`config.mk`:
```
export PLATFORM = sky130hd
export DESIGN_NAME = button_handshake_bank
export DESIGN_NICKNAME = d
export VERILOG_FILES = /design/src/rtl/alice4_io_pkg.sv /design/src/rtl/button_channel.sv /design/src/rtl/button_handshake_bank.sv
export SDC_FILE = /design/constraint.sdc
export NUM_CORES = 1
export LEC_CHECK = 0
export BUFFER_PORTS_ARGS = -buffer_cell sky130_fd_sc_hd__buf_2
export CAP_MARGIN = 0
export CORE_MARGIN = 1
export CORE_UTILIZATION = 45
export CTS_BUF_LIST = sky130_fd_sc_hd__clkbuf_16
export CTS_CLUSTER_DIAMETER = 50
export DETAILED_ROUTE_END_ITERATION = 10
export PLACE_DENSITY_LB_ADDON = 0.2
export SYNTH_ARGS = -nofsm -noshare
export SYNTH_HDL_FRONTEND = slang
export SYNTH_SLANG_ARGS = --single-unit
```
`constraint.sdc`:
```
create_clock -name clock -period 16.9 [get_ports clock]
set_input_delay 3.38 -clock clock [delete_from_list [all_inputs] [get_ports clock]]
set_output_delay 3.38 -clock clock [all_outputs]
set_load 0.05 [all_outputs]
```
`src/rtl/alice4_io_pkg.sv`:
```
// Shared constants for the Alice4 FPGA/HPS I/O path: clock rate, button timing
// defaults and GP register bit-field offsets.
package alice4_io_pkg;

  localparam int CLOCK_HZ     = 50_000_000;
  localparam int MAX_CHANNELS = 16;

  function automatic int cycles_for_ms(input int ms);
    return (CLOCK_HZ / 1000) * ms;
  endfunction

  localparam int DEFAULT_DEBOUNCE_CYCLES   = cycles_for_ms(20);
  localparam int DEFAULT_LONG_PRESS_CYCLES = cycles_for_ms(1000);

  // f2h_value word 0 carries state/long, word 1 carries overrun/pending
  localparam int F2H_STATE_LSB   = 0;
  localparam int F2H_LONG_LSB    = 16;
  localparam int F2H_OVERRUN_LSB = 0;
  localparam int F2H_PENDING_LSB = 16;
  localparam int H2F_ACK_LSB     = 0;

endpackage

```
`src/rtl/button_channel.sv`:
```
// One button channel: synchroniser, debounce, long-press hold counter and
// toggle handshake with lost-event (overrun) tracking.
module button_channel
  import alice4_io_pkg::*;
#(
  parameter logic ACTIVE_LOW        = 1'b1,
  parameter int   DEBOUNCE_CYCLES   = DEFAULT_DEBOUNCE_CYCLES,
  parameter int   DEBOUNCE_BITS     = 20,
  parameter int   LONG_PRESS_CYCLES = DEFAULT_LONG_PRESS_CYCLES,
  parameter int   LONG_BITS         = 26
) (
  input  logic clock,
  input  logic reset,
  input  logic raw_button,
  input  logic ack,
  output logic debounced,
  output logic f2h_state,
  output logic f2h_long,
  output logic f2h_overrun,
  output logic pending
);

  localparam logic [DEBOUNCE_BITS-1:0] DEBOUNCE_LAST = DEBOUNCE_BITS'(DEBOUNCE_CYCLES - 1);
  localparam logic [LONG_BITS-1:0]     LONG_LAST     = LONG_BITS'(LONG_PRESS_CYCLES);

  if (DEBOUNCE_CYCLES < 2) begin : g_bad_debounce
    $error("button_channel: DEBOUNCE_CYCLES must be at least 2");
  end
  if (longint'(DEBOUNCE_CYCLES - 1) >= (longint'(1) << DEBOUNCE_BITS)) begin : g_bad_debounce_bits
    $error("button_channel: DEBOUNCE_BITS too narrow for DEBOUNCE_CYCLES-1");
  end
  if (longint'(LONG_PRESS_CYCLES) >= (longint'(1) << LONG_BITS)) begin : g_bad_long_bits
    $error("button_channel: LONG_BITS too narrow for LONG_PRESS_CYCLES");
  end

  logic                     sync1;
  logic                     sync2;
  logic                     corrected;
  logic                     debounce_done;
  logic                     long_raw;
  logic                     latch;
  logic                     missed;
  logic                     set_missed;
  logic [DEBOUNCE_BITS-1:0] debounce_count;
  logic [LONG_BITS-1:0]     hold_count;

  // Synchroniser idles at the inactive pad level so reset never looks like a press
  always_ff @(posedge clock or posedge reset) begin
    if (reset) begin
      sync1 <= ACTIVE_LOW;
      sync2 <= ACTIVE_LOW;
    end else begin
      sync1 <= raw_button;
      sync2 <= sync1;
    end
  end

  assign corrected     = sync2 ^ ACTIVE_LOW;
  assign debounce_done = (corrected != debounced) && (debounce_count == DEBOUNCE_LAST);

  always_ff @(posedge clock or posedge reset) begin
    if (reset) begin
      debounced      <= 1'b0;
      debounce_count <= '0;
    end else if (corrected == debounced || debounce_done) begin
      debounced      <= corrected;
      debounce_count <= '0;
    end else begin
      debounce_count <= debounce_count + 1'b1;
    end
  end

  always_ff @(posedge clock or posedge reset) begin
    if (reset) begin
      hold_count <= '0;
    end else if (!debounced) begin
      hold_count <= '0;
    end else if (hold_count != LONG_LAST) begin
      hold_count <= hold_count + 1'b1;
    end
  end

  assign long_raw = (hold_count == LONG_LAST);
  assign pending  = (f2h_state != ack);
  assign latch    = !pending;

  // A transition back to the already-reported level means a press/release pair vanished
  assign set_missed = pending && debounce_done && (corrected == f2h_state);

  always_ff @(posedge clock or posedge reset) begin
    if (reset) begin
      f2h_state   <= 1'b0;
      f2h_long    <= 1'b0;
      f2h_overrun <= 1'b0;
      missed      <= 1'b0;
    end else begin
      if (latch) begin
        f2h_state   <= debounced;
        f2h_long    <= long_raw;
        f2h_overrun <= missed;
      end
      if (set_missed) begin
        missed <= 1'b1;
      end else if (latch) begin
        missed <= 1'b0;
      end
    end
  end

endmodule

```
`src/rtl/button_handshake_bank.sv`:
```
// Bank of independent button channels handshaking with the HPS through the
// GP registers; one button_channel per bit.
module button_handshake_bank
  import alice4_io_pkg::*;
#(
  parameter int                  CHANNELS          = 4,
  parameter logic [CHANNELS-1:0] ACTIVE_LOW_MASK   = {CHANNELS{1'b1}},
  parameter int                  DEBOUNCE_CYCLES   = DEFAULT_DEBOUNCE_CYCLES,
  parameter int                  DEBOUNCE_BITS     = 20,
  parameter int                  LONG_PRESS_CYCLES = DEFAULT_LONG_PRESS_CYCLES,
  parameter int                  LONG_BITS         = 26
) (
  input  logic                clock,
  input  logic                reset,
  input  logic [CHANNELS-1:0] raw_button,
  input  logic [CHANNELS-1:0] h2f_ack,
  output logic [CHANNELS-1:0] debounced,
  output logic [CHANNELS-1:0] f2h_state,
  output logic [CHANNELS-1:0] f2h_long,
  output logic [CHANNELS-1:0] f2h_overrun,
  output logic [CHANNELS-1:0] pending
);

  if (CHANNELS < 1 || CHANNELS > MAX_CHANNELS) begin : g_bad_channels
    $error("button_handshake_bank: CHANNELS must be 1..16");
  end

  for (genvar i = 0; i < CHANNELS; i++) begin : g_channel
    button_channel #(
      .ACTIVE_LOW       (ACTIVE_LOW_MASK[i]),
      .DEBOUNCE_CYCLES  (DEBOUNCE_CYCLES),
      .DEBOUNCE_BITS    (DEBOUNCE_BITS),
      .LONG_PRESS_CYCLES(LONG_PRESS_CYCLES),
      .LONG_BITS        (LONG_BITS)
    ) u_channel (
      .clock      (clock),
      .reset      (reset),
      .raw_button (raw_button[i]),
      .ack        (h2f_ack[i]),
      .debounced  (debounced[i]),
      .f2h_state  (f2h_state[i]),
      .f2h_long   (f2h_long[i]),
      .f2h_overrun(f2h_overrun[i]),
      .pending    (pending[i])
    );
  end

endmodule

```
==> results of run 1 <==
==> layout make-up <==
cell class              instances  area, um^2
clock buffers                  31         776
clock inverters                25         294
fillers                      2160       11400
inverters                      51         199
multi-input cells             824        5030
flip-flops and latches        212        5320
well taps                     319         399
repair buffers                 31         160
==> sequential cells by signal, indices dropped and copies added, names as in the netlist <==
name,cells
g_channel.u_channel.debounced,4
g_channel.u_channel.debounce_count,80
g_channel.u_channel.sync2,4
g_channel.u_channel.f2h_state,4
g_channel.u_channel.f2h_overrun,4
g_channel.u_channel.hold_count,104
g_channel.u_channel.missed,4
g_channel.u_channel.sync1,4
g_channel.u_channel.f2h_long,4
==> routing by layer <==
layer	share of wire	routed length, um	GRT usage
met2	0.47	10000	0.304
met1	0.48	10400	0.247
met3	0.032	685	0.0296
met5	0	0	0
met4	0.017	375	0.0439
==> placed cells by master (no fill, tap or decap), drive strengths merged, types with 11 or more instances in the layout <==
cell / synthesis / final
xor2: 51 / 51
and3: 20 / 20
nand2: 98 / 98
nor3: 16 / 16
buf: 31 / 31
a21oi: 75 / 75
mux2i: 17 / 17
dfrtp: 204 / 204
and2: 11 / 11
or4: 52 / 52
inv: 50 / 57
ha: 12 / 12
xnor2: 35 / 35
or3: 38 / 38
nor2: 98 / 98
nand4: 31 / 31
o31ai: 41 / 41
nor4: 29 / 29
nand3: 73 / 73
nand2b: 22 / 22
o21ai: 40 / 40
and4: 15 / 15
clkbuf: 43 / 31
==> power breakdown <==
group / total (uW) / switching, uW / internal, uW
logic: 23.5 / 18.7 / 4.80
registers: 515 / 3.35 / 512
clock network: 661 / 246 / 415
total: 1200 / 268 / 931
==> worst max-delay path by stage <==
| stage | startpoint | to | slack (ns) |
|---|---|---|---|
| after CTS | h2f_ack[3] | pending[3] | 9.13 |
| final | h2f_ack[3] | pending[3] | 9.17 |
| after detailed placement | h2f_ack[3] | pending[3] | 9.13 |
| after floorplan | reset | g_channel[0].u_channel.debounce_count[0]$_DFF_PP0_ | 7.74 |
| after global routing | h2f_ack[3] | pending[3] | 9.10 |
| after global placement | h2f_ack[3] | pending[3] | 9.18 |
==> through the flow <==
stage / setup slack, ns / std cells
floorplan: 7.74 / 1161
global placement: 9.18 / 1437
CTS: 9.13 / 1493
finish: 9.17 / 1493
global route: 9.10 / 1493
detailed placement: 9.13 / 1437
==> worst register-to-register path, stage by stage (launching register included) <==
cell     delay (ns)
dfrtp_1        0.44
and4_1         0.29
nand4_1        0.67
or4_1          0.74
a21oi_1        0.16
==> cells by family (layout without fill, tap and decap cells) <==
group / count (synthesis) / after routing / synth area share
and+or+nand+nor: 520 / 520 / 0.256
DFF: 212 / 212 / 0.487
AOI/OAI and AO/OA: 185 / 185 / 0.102
buffers and inverters: 125 / 138 / 0.0524
xor gates and xnor gates: 86 / 86 / 0.0690
muxes: 17 / 17 / 0.0156
adders and majority gates: 16 / 16 / 0.0174
==> impl_metrics.yaml, run 1 <==
clock_tree:
  root_buffer: "clkbuf_16"
  htreeDepth: 1
  cts_buffer_depth: 3
  cts_setup_buffers: 0
  insertion_delay_ns: 0.54
  post_cts_resized: 0
  cts_tree: "yes"
  cts_buffers: 30
  cts_hold_buf: 0
  clock-sinks: 212
  cts.clk_slew.worst_paths_ns: 0.06
setup_path:
  path_max_fanout: 5
  path_cells: "buf_2, xor2_1, buf_2"
  critical_path_class: "input port to output port"
  worst-path-stages: 3
  required_ns: 13.52
  path_buf_inv: 2
  regToRegStartpoint: "g_channel[0].u_channel.hold_count[6]$_DFFE_PP0P_"
  crit_arrival_ns: 4.35
  critPathCaptureType: "output port"
  cp_common_cell: "buf_2"
  crit_path_top_delay_cell: "xor2_1"
  r2r_cells: 4
  r2r_slack_ns: 14.50
  critPathTopFamily: "buffers and inverters"
  max_stage_delay_ns: 0.48
  start_kind: "input port"
  reg2reg_to: "g_channel[0].u_channel.hold_count[21]$_DFFE_PP0P_"
drt:
  ant_nets: 0
  firstDrtPassIters: 7
  drc: 0
  vias: 8247
  vias_per_cell: 5.52
  wire_per_inst_um: 14.4
  drt_iter0_markers: 539
  wl_um: 21500
sta:
  setup-tns-final_ns: 0
  final_max_slew_viol_count: 0
  rsz0062_at_grt: "false"
  max_clock_freq_mhz: 129
  clock_skew_ns: 0.00932
  worst_slew_pin_slew_ns: 0.889
  hold_viol: 0
  whs_ns: 0.352
  finalCritPeriodShare: 0.457
  finalSetupViolCount: 0
  min_period_ns: 7.73
  relSlewSlack: 0.407
logic_synthesis:
  synthTopCellsByCount: "dfrtp_1, nand2_1, nor2_1, a21oi_1, nand3_1"
  ys_warn_count: 0
  yosys-top-cells-area: "dfrtp_1, xor2_1, or4_1"
  synth_area_per_cell_um2: 9.40
  ys_async_sr_fraction: 1.00
  synthCells: 1161
  synth-edff-count: 0
  synth_area_leader_cell: "dfrtp_1"
  synth_seq_cells: 212
  ys_seq_area_frac: 0.487
  synth_top_area_share: 0.468
  synth.most_common_cell: "dfrtp_1"
  synth_nets: 1183
  ys_types: 44
  synth_area_mm2: 0.0109
  ys.flop_type: "dfrtp_1"
floorplanning:
  placementRows: 56
  start_util: 0.462
  io_pins: 30
  chipWidth_um: 158
  die_h_um: 158
  die-area_mm2: 0.0249
  core_mm2: 0.0236
min_path:
  min_path_type: "flip-flop to flip-flop"
  min_to: "g_channel[3].u_channel.sync2$_DFF_PP1_"
  holdPathStages: 0
  hold_start: "g_channel[3].u_channel.sync1$_DFF_PP1_"
cells_and_area:
  area_growth_syn_to_layout_pct: 11.5
  post_route_cells_drive_above_1_share: 0.0877
  antenna_cells: 0
  final_area_mm2: 0.0122
  final_util: 0.515
  fin_nets: 1172
power_and_ir_drop:
  powerDensity_mw_per_mm2: 98.6
  peakVddDrop_v: 0.0000843
  leakage_uw: 0.00477
  finalPower_uw: 1200
placement:
  place.gp.congestion: 0.769
  placed_area_mm2: 0.0111
  io_buffers: 29
  dp_hpwl_um: 13700
run:
  drv_cap: 0
grt:
  overflow: 0
  track_usage: 0.182
  grt_max_degree: 97
  grt_pass1_vias: 8005
  antenna_found_initial: 0
  grt_pass1_wl_um: 37800
outcome:
  outcome: "finished, final reports clean"
(Power assumes the default switching activity.)
==> run 2: changes to the inputs <==
Settings changed: ABC_AREA set to 1.
Clock period 16.9 ns to 7.4 ns, I/O delays scaled along.
==> run 2 against run 1 <==
Net effect: hold slack better by 0.0080 ns; synthesized cell count is 51% higher; cell count is 43% higher.
==> impl_metrics.yaml, run 2 <==
outcome:
  outcome: "finished, final reports clean"
cells_and_area:
  post_route_cells_drive_above_1_share: 0.0738
  regMostFlops: "g_channel.u_channel.hold_count"
  top_regs: "g_channel.u_channel.hold_count (104), g_channel.u_channel.debounce_count (80)"
  final_cells: 2138
  final_util: 0.517
  antenna_cells: 0
  layout_common_cells: "nand2_1, nor2_1, dfrtp_1"
  area_growth_syn_to_layout_pct: 11.2
  largest_reg_flops: 104
  fin_nets: 1802
  mostFrequentLayoutCell: "nand2_1"
setup_path:
  r2r_slack_ns: 5.28
  path_cells: "buf_2, inv_1, nor2_1, nor2_1, inv_1, buf_2"
  required_ns: 5.92
  critPathCaptureType: "output port"
  critical_path_class: "input port to output port"
  crit_arrival_ns: 2.36
  start_kind: "input port"
  path_max_fanout: 5
  crit_path_top_delay_cell: "nor2_1"
  max_stage_delay_ns: 0.30
floorplanning:
  die_h_um: 167
  core_mm2: 0.0264
  io_pins: 30
  chipWidth_um: 167
  start_util: 0.464
  placementRows: 59
  die-area_mm2: 0.0279
drt:
  ant_nets: 0
  wire_per_inst_um: 12.5
  drt_iter0_markers: 632
  firstDrtPassIters: 5
  vias: 10400
  vias_per_cell: 4.89
  drc: 0
  wl_um: 26600
sta:
  finalSetupViolCount: 0
  min_period_ns: 3.84
  max_clock_freq_mhz: 260
  final_max_slew_viol_count: 0
  finalCritPeriodShare: 0.519
  rsz0062_at_grt: "false"
  worst_slew_pin_slew_ns: 0.999
  fin_ws_ns: 3.56
  relSlewSlack: 0.334
  setup-tns-final_ns: 0
  hold_viol: 0
  clock_skew_ns: 0.0103
logic_synthesis:
  ys_async_sr_fraction: 1.00
  yosys-top-cells-area: "dfrtp_1, nand2_1, nor2_1"
  ys_warn_count: 0
  synth_nets: 1777
  synth_top_area_share: 0.417
  ys_seq_area_frac: 0.434
  synth.most_common_cell: "nand2_1"
  ys_types: 29
  synth_area_per_cell_um2: 6.97
  synth_area_mm2: 0.0122
  synth_area_leader_cell: "dfrtp_1"
  synthCells: 1755
  synth-edff-count: 0
  synthTopCellsByCount: "nand2_1, nor2_1, dfrtp_1, inv_1, nand3_1"
  synth_seq_cells: 212
  ys.flop_type: "dfrtp_1"
grt:
  track_usage: 0.199
  overflow: 0
  grt_max_degree: 144
  grt_pass1_vias: 10000
  antenna_found_initial: 0
  grt_pass1_wl_um: 46700
clock_tree:
  cts_tree: "yes"
  cts_buffers: 30
  cts_buffer_depth: 3
  post_cts_resized: 0
  clock-sinks: 212
  cts_hold_buf: 0
  root_buffer: "clkbuf_16"
  htreeDepth: 1
  insertion_delay_ns: 0.54
  cts_setup_buffers: 0
  cts.clk_slew.worst_paths_ns: 0.05
placement:
  post-place-ws_ns: 3.51
  dp_hpwl_um: 19000
  io_buffers: 29
  place.gp.congestion: 0.878
  dp.cells: 2083
min_path:
  min_path_type: "flip-flop to flip-flop"
power_and_ir_drop:
  leakage_uw: 0.00557
  peakVddDrop_v: 0.000177
  powerDensity_mw_per_mm2: 201
run:
  drv_cap: 0
==> run 2: changes by cell type after synthesis, sizes merged, moves of 17 or more <==
cell / change
a21oi: -32
nor4: -29
and3: -20
nor2: +377
or3: -38
nand2: +425
mux2i: -17
o31ai: -41
nand3: +44
nand2b: -22
clkbuf: -37
or4: -52
inv: +112
==> run 2: through the flow <==
stage	area (um^2)	hold WS, ns	total power [uW]
after global placement	12600	0.346	1280
after floorplan	12200	0.345	1270
after global routing	13600	0.367	2840
after CTS	13600	0.363	2790
after detailed placement	12600	0.355	1290
final	13600	0.360	2740
==> run 2: final timing paths <==
| kind | from | end | cells past startpoint |
|---|---|---|---|
| min reg2reg | g_channel[2].u_channel.sync1$_DFF_PP1_ | g_channel[2].u_channel.sync2$_DFF_PP1_ | 0 |
| min in group asynchronous | reset | g_channel[3].u_channel.f2h_state$_DFFE_PP0P_ | 2 |
| max reg2reg | g_channel[1].u_channel.debounce_count[0]$_DFF_PP0_ | g_channel[1].u_channel.debounce_count[15]$_DFF_PP0_ | 6 |
| max | h2f_ack[0] | pending[0] | 6 |
| max in group asynchronous | reset | g_channel[3].u_channel.debounce_count[19]$_DFF_PP0_ | 3 |
| min | g_channel[2].u_channel.sync1$_DFF_PP1_ | g_channel[2].u_channel.sync2$_DFF_PP1_ | 0 |
==> run 2: layer usage <==
| layer | vias up | wire [um] | GRT usage |
|---|---|---|---|
| li1 | 5484 | - | - |
| met1 | 4769 | 12900 | 0.267 |
| met2 | 157 | 12200 | 0.338 |
| met3 | 39 | 955 | 0.0254 |
| met4 | 0 | 560 | 0.0523 |
| met5 | - | 0 | 0 |
==> run 2: cell type report <==
| class | count | area (um^2) |
|---|---|---|
| Clock buffer | 31 | 776 |
| Multi-Input combinational cell | 1344 | 6070 |
| Timing Repair Buffer | 30 | 153 |
| Fill cell | 2593 | 12700 |
| Inverter | 162 | 616 |
| Sequential cell | 212 | 5320 |
| Tap cell | 335 | 419 |
| Clock inverter | 24 | 270 |
==> run 2: cells by family after synthesis <==
| group | share of synthesized area |
|---|---|
| flops | 0.434 |
| xor+xnor | 0.0494 |
| fa+ha+maj | 0.0123 |
| simple gates | 0.390 |
| compound gates | 0.0442 |
| buf+inv | 0.0700 |
==> run 2: worst max-delay path, delay by kind of cell <==
kind / cells / cell delay, ns
buffers and inverters: 4 / 0.54
AND/OR/NAND/NOR: 2 / 0.34
==> run 2: power by group <==
part	internal, uW	switching (uW)	leakage [uW]	total [uW]
clock	937	543	0.000521	1480
combinational	15.5	65.5	0.00213	81.1
sequential	1170	9.12	0.00292	1180
total	2120	618	0.00557	2740
==> run 3: changes to the inputs <==
Clock period 7.4 ns to 3.1 ns, I/O delays scaled along.
==> run 3 against run 2 <==
Net effect: final area hardly changed; die area unchanged; global-route usage hardly changed; first-iteration DRC count decreased by 13%; total power grew 130%; via count barely moved; register-to-register slack worse by 4.2 ns; clock skew is essentially flat; critical path depth decreased by 1; non-clock buffer count is 3 higher; wire length increased by 0.46%; worst setup slack worse by 2.8 ns; largest power group unchanged; highest routed layer unchanged.
==> impl_metrics.yaml, run 3 (synthesis results as in run 2) <==
cells_and_area:
  largest_reg_flops: 104
  multi_input_area_mm2: 0.00607
  top_regs: "g_channel.u_channel.hold_count (104), g_channel.u_channel.debounce_count (80)"
  final_area_mm2: 0.0136
  post_route_cells_drive_above_1_share: 0.0752
  regMostFlops: "g_channel.u_channel.hold_count"
  fin_nets: 1806
  area_growth_syn_to_layout_pct: 11.2
  antenna_cells: 0
  layout_common_cells: "nand2_1, nor2_1, dfrtp_1"
  n_fill_cell: 2582
  final_cells: 2143
  mostFrequentLayoutCell: "nand2_1"
  regArea_mm2: 0.00532
grt:
  antenna_found_initial: 0
  track_usage: 0.199
  grt_max_degree: 101
  grt_pass1_wl_um: 46600
  overflow: 0
  grt_pass1_vias: 10000
floorplanning:
  core_mm2: 0.0264
  placementRows: 59
  start_util: 0.464
  die_h_um: 167
  die-area_mm2: 0.0279
  chipWidth_um: 167
  io_pins: 30
clock_tree:
  insertion_delay_ns: 0.55
  root_buffer: "clkbuf_16"
  cts_buffers: 31
  cts_tree: "yes"
  cts_hold_buf: 0
  cts_setup_buffers: 0
  post_cts_resized: 0
  cts.clk_slew.worst_paths_ns: 0.06
  htreeDepth: 1
  clock-sinks: 212
  cts_buffer_depth: 3
drt:
  drt_iter0_markers: 548
  wl_um: 26800
  vias_per_cell: 4.87
  drc: 0
  vias: 10400
  ant_nets: 0
  wire_per_inst_um: 12.5
  firstDrtPassIters: 5
power_and_ir_drop:
  peakVddDrop_v: 0.000381
  p_switching_uw: 1500
  combPwrFrac: 0.031
  clkPwrFrac: 0.524
  seqPwrFrac: 0.444
  powerDensity_mw_per_mm2: 466
  swShare: 0.236
  finalPower_uw: 6340
  leakage_uw: 0.00556
  p_int_uw: 4840
sta:
  max_clock_freq_mhz: 419
  final_max_slew_viol_count: 0
  finalCritPeriodShare: 0.769
  fin_ws_ns: 0.716
  finalSetupViolCount: 0
  clock_skew_ns: 0.0105
  relSlewSlack: 0.509
  min_period_ns: 2.38
  hold_viol: 0
  rsz0062_at_grt: "false"
  worst_slew_pin_slew_ns: 0.736
setup_path:
  critPathCaptureType: "output port"
  reg2reg_to: "g_channel[1].u_channel.debounce_count[19]$_DFF_PP0_"
  start_kind: "flip-flop"
  r2r_cells: 6
  crit_path_top_delay_cell: "dfrtp_1"
  path_cells: "inv_1, nor2_1, nor2_1, inv_1, buf_2"
  path_max_fanout: 5
  r2r_slack_ns: 1.08
  critical_path_class: "flip-flop to output port"
  regToRegStartpoint: "g_channel[1].u_channel.debounce_count[0]$_DFF_PP0_"
  max_stage_delay_ns: 0.38
  required_ns: 2.48
  crit_arrival_ns: 1.76
run:
  drv_cap: 0
placement:
  placed_area_mm2: 0.0126
  dp_hpwl_um: 19600
  io_buffers: 29
  dp.cells: 2086
  place.gp.congestion: 0.889
  post-place-ws_ns: 0.929
min_path:
  min_path_type: "input port to async pin"
outcome:
  outcome: "finished, final reports clean"
## run 3: changes by cell type in the layout (fill, tap and decap cells not counted), sizes merged
cell      before  now
buf           30   33
bufinv         5    2
clkinv         8   11
clkinvlp       3    4
inv          170  171
## run 3: routing by layer
metal  vias up  GRT usage  wire length, um
met5         -          0                0
met2       151      0.329            12000
met4         0     0.0495              479
li1       5495          -                -
met1      4769      0.275            13300
met3        32     0.0288              946
## run 3: metrics by stage
step / util / hold slack, ns / setup TNS [ns]
floorplan: - / 0.345 / -55.01
global placement: 0.479 / 0.347 / 0
detailed placement: 0.479 / 0.347 / 0
CTS: 0.516 / 0.0582 / 0
global route: 0.516 / 0.0797 / 0
finish: 0.516 / 0.0700 / 0
## run 3: critical path, delay by kind of cell, from the launching register on
| family | cells | cell delay [ns] |
|---|---|---|
| buf+inv | 3 | 0.51 |
| simple gates | 2 | 0.32 |
| flops | 1 | 0.38 |
## run 3: area by class of cell
type,instances,area share
multi-input cells,1344,0.446
clock buffers,31,0.0570
well taps,335,0.0308
flip-flops and latches,212,0.391
inverters,162,0.0450
repair buffers,33,0.0147
clock inverters,26,0.0159
## run 3: worst max-delay path by stage
stage                                                            start                                            endpoint  slack (ns)  cells past startpoint
final                     g_channel[0].u_channel.f2h_state$_DFFE_PP0P_                                          pending[0]        0.72                      5
after global routing      g_channel[0].u_channel.f2h_state$_DFFE_PP0P_                                          pending[0]        0.58                      5
after CTS                 g_channel[0].u_channel.f2h_state$_DFFE_PP0P_                                          pending[0]        0.64                      5
after detailed placement                                    h2f_ack[0]                                          pending[0]        0.93                      6
after global placement                                      h2f_ack[0]                                          pending[0]        0.90                      6
after floorplan                                                  reset  g_channel[0].u_channel.debounce_count[0]$_DFF_PP0_       -0.27                      1
## run 3: power by group through the flow
stage	Sequential, uW	Combinational, uW	Clock [uW]
3_5_place_dp	2870	207	0
3_3_place_gp	2870	206	0
4_1_cts	2820	207	3430
5_1_grt	2820	227	3550
2_1_floorplan	2860	165	0
6_report	2820	198	3330
